[src/rtl/rseq_pkg.sv]
// Shared types and constants for the read-stage sequencer.
package rseq_pkg;
  typedef enum logic {IDLE, BURST} stage_state_e;

  localparam int unsigned NUM_STAGES = 3;
  localparam int unsigned GRP_W      = 6;
endpackage

[src/rtl/read_stage_sequencer_ctrl.sv]
// One coefficient-bank stage: turns enable windows into a burst of read addresses,
// counts groups per timestep and raises long/overflow strobes.
module read_stage_ctrl
  import rseq_pkg::*;
#(
  parameter int unsigned AW       = 10,
  parameter int unsigned WIN      = 4,
  parameter int unsigned N_GROUPS = 1
) (
  input  logic             clk,
  input  logic             rst_n,
  input  logic             sta,
  input  logic             ena,
  output logic             rd_en,
  output logic [AW-1:0]    rd_addr,
  output logic [GRP_W-1:0] grp_idx,
  output logic             done,
  output logic             long_c,
  output logic             ovf_c
);
  localparam int unsigned BW = $clog2(WIN + 2);
  localparam int unsigned CW = GRP_W + 1;

  stage_state_e  state_q, state_d;
  logic [BW-1:0] beat_q, beat_d;
  logic [CW-1:0] grp_q, grp_d;
  logic          ena_prev_q, ena_prev_d;
  logic          rd_en_q, rd_en_d;
  logic [AW-1:0] addr_q, addr_d;
  logic          done_q, done_d;
  logic [AW-1:0] base_c;

  // Beat counter saturates at WIN+1 so an over-long window reports exactly once.
  always_comb begin
    state_d    = state_q;
    beat_d     = beat_q;
    grp_d      = grp_q;
    ena_prev_d = ena;
    rd_en_d    = 1'b0;
    addr_d     = addr_q;
    done_d     = 1'b0;
    long_c     = 1'b0;
    ovf_c      = 1'b0;
    base_c     = AW'(32'(grp_q) * WIN);
    case (state_q)
      IDLE: begin
        if (ena) begin
          if (grp_q < CW'(N_GROUPS)) begin
            state_d = BURST;
            rd_en_d = 1'b1;
            addr_d  = base_c;
            beat_d  = BW'(1);
          end else if (!ena_prev_q) begin
            ovf_c = 1'b1;
          end
        end
      end
      BURST: begin
        if (ena) begin
          if (beat_q < BW'(WIN)) begin
            rd_en_d = 1'b1;
            addr_d  = base_c + AW'(beat_q);
            beat_d  = beat_q + BW'(1);
          end else if (beat_q == BW'(WIN)) begin
            long_c = 1'b1;
            beat_d = BW'(WIN + 1);
          end
        end else begin
          state_d = IDLE;
          beat_d  = '0;
          grp_d   = grp_q + CW'(1);
          done_d  = (grp_q + CW'(1)) == CW'(N_GROUPS);
        end
      end
      default: state_d = IDLE;
    endcase
    // Timestep start overrides any group advance in the same cycle.
    if (sta) begin
      grp_d  = '0;
      done_d = 1'b0;
    end
  end

  always_ff @(posedge clk) begin
    if (!rst_n) begin
      state_q    <= IDLE;
      beat_q     <= '0;
      grp_q      <= '0;
      ena_prev_q <= 1'b0;
      rd_en_q    <= 1'b0;
      addr_q     <= '0;
      done_q     <= 1'b0;
    end else begin
      state_q    <= state_d;
      beat_q     <= beat_d;
      grp_q      <= grp_d;
      ena_prev_q <= ena_prev_d;
      rd_en_q    <= rd_en_d;
      addr_q     <= addr_d;
      done_q     <= done_d;
    end
  end

  assign rd_en   = rd_en_q;
  assign rd_addr = addr_q;
  assign grp_idx = grp_q[GRP_W-1:0];
  assign done    = done_q;
endmodule

[src/rtl/read_stage_sequencer.sv]
// Three-stage read sequencer driven by the staggered ena_read4/8/12 windows.
// Optional RSEQ_ERR_CNT_EN adds a saturating error-event counter output.
module read_stage_sequencer
  import rseq_pkg::*;
#(
  parameter int unsigned AW       = 10,
  parameter int unsigned WIN      = 4,
  parameter int unsigned N_GROUPS = 1
) (
  input  logic                  clk,
  input  logic                  rst_n,
  input  logic                  sta,
  input  logic                  ena_read4,
  input  logic                  ena_read8,
  input  logic                  ena_read12,
  output logic [NUM_STAGES-1:0] rd_en,
  output logic [AW-1:0]         rd_addr0,
  output logic [AW-1:0]         rd_addr1,
  output logic [AW-1:0]         rd_addr2,
  output logic [GRP_W-1:0]      grp_idx,
  output logic                  frame_done,
  output logic                  err_long,
`ifdef RSEQ_ERR_CNT_EN
  output logic [7:0]            err_cnt,
`endif
  output logic                  err_ovf
);
  logic [NUM_STAGES-1:0] ena_s;
  logic [NUM_STAGES-1:0] rd_en_s;
  logic [NUM_STAGES-1:0] long_s;
  logic [NUM_STAGES-1:0] ovf_s;
  logic [AW-1:0]         addr_s [NUM_STAGES];
  logic [GRP_W-1:0]      grp_s  [NUM_STAGES];
  logic                  done_s [NUM_STAGES];
  logic                  err_long_q, err_long_d;
  logic                  err_ovf_q, err_ovf_d;

  assign ena_s = {ena_read12, ena_read8, ena_read4};

  for (genvar k = 0; k < NUM_STAGES; k++) begin : g_stage
    read_stage_ctrl #(
      .AW      (AW),
      .WIN     (WIN),
      .N_GROUPS(N_GROUPS)
    ) u_ctrl (
      .clk    (clk),
      .rst_n  (rst_n),
      .sta    (sta),
      .ena    (ena_s[k]),
      .rd_en  (rd_en_s[k]),
      .rd_addr(addr_s[k]),
      .grp_idx(grp_s[k]),
      .done   (done_s[k]),
      .long_c (long_s[k]),
      .ovf_c  (ovf_s[k])
    );
  end

  // Sticky error flags, cleared at timestep start.
  always_comb begin
    err_long_d = err_long_q | (|long_s);
    err_ovf_d  = err_ovf_q | (|ovf_s);
    if (sta) begin
      err_long_d = 1'b0;
      err_ovf_d  = 1'b0;
    end
  end

  always_ff @(posedge clk) begin
    if (!rst_n) begin
      err_long_q <= 1'b0;
      err_ovf_q  <= 1'b0;
    end else begin
      err_long_q <= err_long_d;
      err_ovf_q  <= err_ovf_d;
    end
  end

`ifdef RSEQ_ERR_CNT_EN
  logic [7:0] err_cnt_q, err_cnt_d;
  logic [8:0] err_sum_c;

  // Every strobe counts, so simultaneous events across stages/kinds each add one.
  always_comb begin
    err_sum_c = {1'b0, err_cnt_q} + 9'($countones({long_s, ovf_s}));
    err_cnt_d = err_sum_c[8] ? 8'hFF : err_sum_c[7:0];
    if (sta) err_cnt_d = '0;
  end

  always_ff @(posedge clk) begin
    if (!rst_n) err_cnt_q <= '0;
    else        err_cnt_q <= err_cnt_d;
  end

  assign err_cnt = err_cnt_q;
`endif

  assign rd_en      = rd_en_s;
  assign rd_addr0   = addr_s[0];
  assign rd_addr1   = addr_s[1];
  assign rd_addr2   = addr_s[2];
  assign grp_idx    = grp_s[NUM_STAGES-1];
  assign frame_done = done_s[NUM_STAGES-1];
  assign err_long   = err_long_q;
  assign err_ovf    = err_ovf_q;
endmodule

[config.mk]
export PLATFORM = sky130hd
export DESIGN_NAME = read_stage_sequencer
export DESIGN_NICKNAME = d
export VERILOG_FILES = /design/src/rtl/rseq_pkg.sv /design/src/rtl/read_stage_sequencer_ctrl.sv /design/src/rtl/read_stage_sequencer.sv
export SDC_FILE = /design/constraint.sdc
export NUM_CORES = 1
export LEC_CHECK = 0
export CAP_MARGIN = 10
export CORE_MARGIN = 3
export CORE_UTILIZATION = 30
export DETAILED_ROUTE_END_ITERATION = 6
export PLACE_DENSITY_LB_ADDON = 0.1
export SLEW_MARGIN = 5
export SYNTH_ARGS = -nofsm -noshare
export SYNTH_HDL_FRONTEND = slang
export SYNTH_HIERARCHICAL = 1
export SYNTH_SLANG_ARGS = --single-unit
[constraint.sdc]
create_clock -name clk -period 2.4 [get_ports clk]
set_input_delay 0.36 -clock clk [delete_from_list [all_inputs] [get_ports clk]]
set_output_delay 0.36 -clock clk [all_outputs]
set_load 0.02 [all_outputs]
==> metrics.md, run 1 <==
| Metric | Value |
|---|---|
| Worst Tran Pin Value | ~0.56 ns |
| Grt ovf | 0 |
| First-pass iteration count of the detailed router | 4 |
| Commonest non-fill, non-tap cell in the layout | dfxtp_1 |
| Post-place setup slack | between 0.3 and 0.4 ns |
| Setup TNS | 0 ns |
| Initial Util | 0.315 |
| Critical Path Source Type | register |
| H-Tree Depth | 3 |
| Gate power share | 0.085 |
| CP Data Required Time | about 2.6 ns |
| Int Pwr | between 2 and 2.5 mW |
| Die width | ~120 um |
| Clk_lat worst skew | around 0.33 ns |
| Peak VDD IR | between 0.0003 and 0.0004 V |
| Final hold viol count | 0 |
| Via density per instance | between 4 and 5 |
| Cell family with the largest share of critical-path delay | compound AO/OA/AOI/OAI gates |
| Worst-path cell chain | or4_4 > o31ai_4 > o211ai_1 > o211a_1 |
| Worst Setup EP | g_stage[1].u_ctrl/rd_addr[2] |
| CP Class | register to register |
| Average size of a mapped cell | approximately 8.5 sq um |
| Nets | a little under 500 |
| TritonCTS clock tree | yes |
| RR Startpoint | g_stage[1].u_ctrl/grp_q[2] |
| Hold Buf Count CTS | 0 |
| Root Buffer | clkbuf_16 |
| Num CTS Buffers | 9 |
| Stages on worst setup path | 4 |
| Gpl congestion | about 0.76 |
| Max_slew headroom | 0.626 |
| Post-route insts no fill | between 600 and 700 |
| # resized after CTS | 0 |
| Commonest non-fill, non-tap cells in the layout | dfxtp_1 (72), nand2_1 (49), clkdlybuf4s50_1 (46) |
| Count of input and output buffers | between 40 and 50 |
| Drt wl/cell | 13.3 um |
| CP peak stage delay | about 0.6 ns |
| Diodes inserted | 0 |
| # DRC | 0 |
| Outcome | finished clean |
| Mapped Area | approximately 3700 sq um |
| Layout cell share with drive strength beyond 1 | 0.0884 |
| Leakage | 1.60 nW |
| Reg-to-Reg End | g_stage[1].u_ctrl/rd_addr[2] |
| Total track usage | 0.130 |
| Min Tclk post-route | 2.01 ns |
| P&R area growth vs syn | 21.0% |
| Initial antenna violation count | 0 |
| Worst-path clk slew | around 0.060 ns |
| Worst-path fanout max | 15 |
| Die Area | between 10000 and 15000 sq um |
| Dpl hpwl | 5870 um |
| Worst reg2reg path depth | 4 |
| Global-route wire length before repair | between 10000 and 15000 um |
| Sw Pwr | around 0.67 mW |
| Number of setup violations in the final report | 0 |
| Setup crit end kind | register |
| Clk buf depth | 2 |
| Vias in the first global route | ~2800 |
| Fin Clk Skew | approximately 0.0053 ns |
| FP Rows | 39 |
| Post-route ant nets | 0 |
| Die Ht | 117 um |
| Final WS setup | between 0.3 and 0.4 ns |
| Pwr dens | approximately 630 nW/um^2 |
| RSZ-0062 raised after global routing | no |
| I/O Pins | 48 |
| Sw Ratio | 0.240 |
| Post-Syn Instances | 430 |
| Slowest CP cell | or4_4 |
| Worst Setup SP | g_stage[1].u_ctrl/grp_q[2] |
| Post-Place Cells | about 590 |
| Clock Power Share | 0.462 |
| WL final | 8050 um |
| Sequential Power Share | 0.453 |
| Final worst-path cycle share | 0.836 |
| Area of the core | around 12000 sq um |
| Peak Freq | 498 MHz |
| Worst path bufs/invs | 0 |
| Setup Buffers After CTS | 0 |
| Largest net degree at the start of global routing | 31 |
| # Max-Cap Violations | 0 |
| Ys Warns | 6 |
| Syn nets | between 400 and 500 |
| Max Slew Vio Count | 0 |
| Initial drt markers | ~170 |
| Via count | approximately 3000 |
| FF-to-FF setup slack | 0.39 ns |
| Arr. time, crit path | ~2.2 ns |
| # clock sinks | between 70 and 80 |
| HP Class | input pin to register |
[state kept, by name, indices dropped and copies added, names as in the netlist]
signal and flops:
err_ovf 1, g_stage.u_ctrl/grp_q 21, g_stage.u_ctrl/done 1, err_long 1
g_stage.u_ctrl/ena_prev_q 3, g_stage.u_ctrl/state_q 3, g_stage.u_ctrl/rd_en 3, g_stage.u_ctrl/beat_q 9
g_stage.u_ctrl/rd_addr 30
[metrics by stage]
step	hold WS [ns]	util	cell area, sq um	power, mW
floorplan	0.453	-	3670	1.44
global placement	0.446	0.356	4150	1.52
detailed placement	0.452	0.356	4150	1.52
CTS	0.394	0.381	4440	2.84
global route	0.416	0.381	4440	2.92
finish	0.406	0.381	4440	2.78
[worst reg2reg max path, cell delays in order (launching register included)]
cell and delay, ns:
dfxtp_1 0.39, or4_4 0.60, o31ai_4 0.56, o211ai_1 0.19
o211a_1 0.16
[worst min path at each step]
stage	from	end	slack [ns]	depth (start not counted)
6_report	rst_n	g_stage[2].u_ctrl/beat_q[2]	0.41	3
5_1_grt	rst_n	g_stage[2].u_ctrl/rd_addr[2]	0.42	2
4_1_cts	rst_n	g_stage[2].u_ctrl/beat_q[2]	0.39	3
3_5_place_dp	g_stage[1].u_ctrl/rd_addr[1]	g_stage[1].u_ctrl/rd_addr[1]	0.45	2
3_3_place_gp	g_stage[2].u_ctrl/rd_addr[5]	g_stage[2].u_ctrl/rd_addr[5]	0.45	2
2_1_floorplan	g_stage[0].u_ctrl/beat_q[0]	g_stage[0].u_ctrl/rd_addr[0]	0.45	2
[area by class of cell]
type	instances	area [sq um]
fill	1183	7220
multi-input combinational	301	1930
sequential	72	1440
timing repair buffer	57	541
clock buffer	14	274
tap	143	179
inverter	18	67.6
clock inverter	2	12.5
[power by group through the flow]
stage / combinational (mW) / clock, mW / sequential (mW)
after global placement: 0.237 / 0 / 1.29
after floorplan: 0.143 / 0 / 1.30
after global routing: 0.263 / 1.40 / 1.27
final: 0.236 / 1.29 / 1.26
after detailed placement: 0.238 / 0 / 1.29
after CTS: 0.240 / 1.34 / 1.26
[metal layers]
| layer | wire [um] | global-route usage |
|---|---|---|
| met5 | 0 | 0 |
| met4 | 66 | 0.0459 |
| met3 | 329 | 0.0456 |
| met2 | 3930 | 0.211 |
| met1 | 3720 | 0.159 |
Note: power is estimated with default switching activity, not from simulation.
==> run 2, diff against run 1 <==
Clock period 2.4 ns to 2 ns, I/O delays scaled along.
==> metrics.md, run 2 (synthesis gave the netlist of run 1 again) <==
| Metric | Value |
|---|---|
| Int Pwr | between 2 and 3 mW |
| WL final | around 8000 um |
| Max_slew headroom | 0.639 |
| Die Ht | about 120 um |
| Post-route insts no fill | between 600 and 700 |
| Global-route wire length before repair | about 14000 um |
| Post-route ant nets | 0 |
| Clk_lat worst skew | around 0.34 ns |
| Gate power share | 0.089 |
| Nets | 496 |
| Layout cell share with drive strength beyond 1 | 0.109 |
| Max Slew Vio Count | 0 |
| Commonest non-fill, non-tap cell in the layout | dfxtp_1 |
| Max reg flops | 30 |
| Peak Freq | between 500 and 600 MHz |
| Worst-path clk slew | around 0.06 ns |
| Area of the core | approximately 12000 sq um |
| Peak VDD IR | 0.000552 V |
| Outcome | finished clean |
| Setup Buffers After CTS | 0 |
| Root Buffer | clkbuf_16 |
| H-Tree Depth | 3 |
| Worst Tran Pin Value | between 0.5 and 0.6 ns |
| Fin Clk Skew | 0.00484 ns |
| Die width | between 100 and 150 um |
| Die Area | between 10000 and 15000 sq um |
| Finished Cell Area | ~4500 sq um |
| Cell family with the largest share of critical-path delay | compound AO/OA/AOI/OAI gates |
| Sequential Power Share | 0.448 |
| RSZ-0062 raised after global routing | no |
| HP Class | input pin to register |
| Filler cells | roughly 1200 |
| Worst-path cell chain | or4_4 > o31ai_4 > o211ai_1 > o211a_1 |
| # DRC | 0 |
| CP Data Required Time | approximately 2.2 ns |
| Post-layout util | 0.389 |
| Num CTS Buffers | 9 |
| Clock Power Share | 0.463 |
| CP Class | register to register |
| Count of input and output buffers | between 40 and 50 |
| Worst-path fanout max | 13 |
| P&R area growth vs syn | 23.6% |
| Initial drt markers | approximately 220 |
| Setup TNS | 0 ns |
| TritonCTS clock tree | yes |
| Final hold viol count | 0 |
| I/O Pins | 48 |
| Slowest CP cell | or4_4 |
| Leakage | around 1.7 nW |
| Grt ovf | 0 |
| Setup crit end kind | register |
| Sw Ratio | 0.236 |
| Dpl hpwl | 6130 um |
| # clock sinks | 72 |
| Arr. time, crit path | roughly 2.1 ns |
| Total track usage | 0.131 |
| # resized after CTS | 0 |
| Diodes inserted | 0 |
| Critical Path Source Type | register |
| Worst path bufs/invs | 0 |
| CP peak stage delay | around 0.56 ns |
| Hold Buf Count CTS | 0 |
| Largest net degree at the start of global routing | 21 |
| Gpl congestion | 0.757 |
| FP Rows | 39 |
| Min Tclk post-route | roughly 1.9 ns |
| Post-Place Cells | 604 |
| Initial antenna violation count | 0 |
| Final worst-path cycle share | 0.934 |
| Pwr dens | approximately 740 nW/um^2 |
| First-pass iteration count of the detailed router | 4 |
| Placed instance area | 4250 sq um |
| # Max-Cap Violations | 0 |
| Via count | just over 3000 |
| Commonest non-fill, non-tap cells in the layout | dfxtp_1 (72), nand2_1 (49), clkdlybuf4s50_1 (46) |
| Initial Util | 0.315 |
| Clk buf depth | 2 |
| Sw Pwr | around 0.80 mW |
| Drt wl/cell | 13.2 um |
| Number of setup violations in the final report | 0 |
| Via density per instance | ~4.9 |
| Vias in the first global route | about 2900 |
==> run 2: changes by cell type in the layout (fill, tap and decap cells not counted) <==
cell and change:
buf_4 +13, clkbuf_8 -3, clkbuf_1 +2, bufinv_16 +1
==> run 2: final cells by class <==
| class | count | area [sq um] | area share |
|---|---|---|---|
| well taps | 143 | 179 | 0.0395 |
| flip-flops and latches | 72 | 1440 | 0.318 |
| clock inverters | 3 | 42.5 | 0.00938 |
| inverters | 18 | 67.6 | 0.0149 |
| multi-input cells | 301 | 1930 | 0.425 |
| repair buffers | 70 | 638 | 0.141 |
| clock buffers | 13 | 240 | 0.0530 |
==> run 2: per-layer routing <==
layer,up-vias,track usage,routed length (um)
li1,1551,-,-
met1,1421,0.158,3850
met2,42,0.214,3890
met5,-,0,0
met4,0,0.0459,114
met3,10,0.0492,346
==> run 2: worst paths after layout <==
kind	from	to	slack, ns	cells past startpoint
worst max-delay path	g_stage[0].u_ctrl/grp_q[6]	g_stage[0].u_ctrl/rd_addr[2]	0.13	4
worst min register to register	g_stage[2].u_ctrl/rd_addr[6]	g_stage[2].u_ctrl/rd_addr[6]	0.46	2
worst min-delay path	rst_n	g_stage[1].u_ctrl/ena_prev_q	0.34	3
worst max register to register	g_stage[0].u_ctrl/grp_q[6]	g_stage[0].u_ctrl/rd_addr[2]	0.13	4
==> run 2: worst reg2reg max path, stage by stage, from the launching register on <==
cell and delay, ns:
dfxtp_1 0.34, or4_4 0.56, o31ai_4 0.52, o211ai_1 0.18, o211a_1 0.16
==> run 2: power groups by stage <==
stage	clock, mW	combinational (mW)	sequential [mW]
global placement	0	0.301	1.54
floorplan	0	0.171	1.56
CTS	1.64	0.303	1.51
finish	1.56	0.299	1.51
detailed placement	0	0.303	1.54
global route	1.70	0.330	1.52
==> run 2: through the flow <==
stage	hold slack [ns]	setup WS, ns	total power, mW
2_1_floorplan	0.430	0.234	1.73
3_3_place_gp	0.450	0.160	1.84
3_5_place_dp	0.452	0.118	1.84
4_1_cts	0.323	0.113	3.45
5_1_grt	0.332	0.0323	3.55
6_report	0.340	0.132	3.37
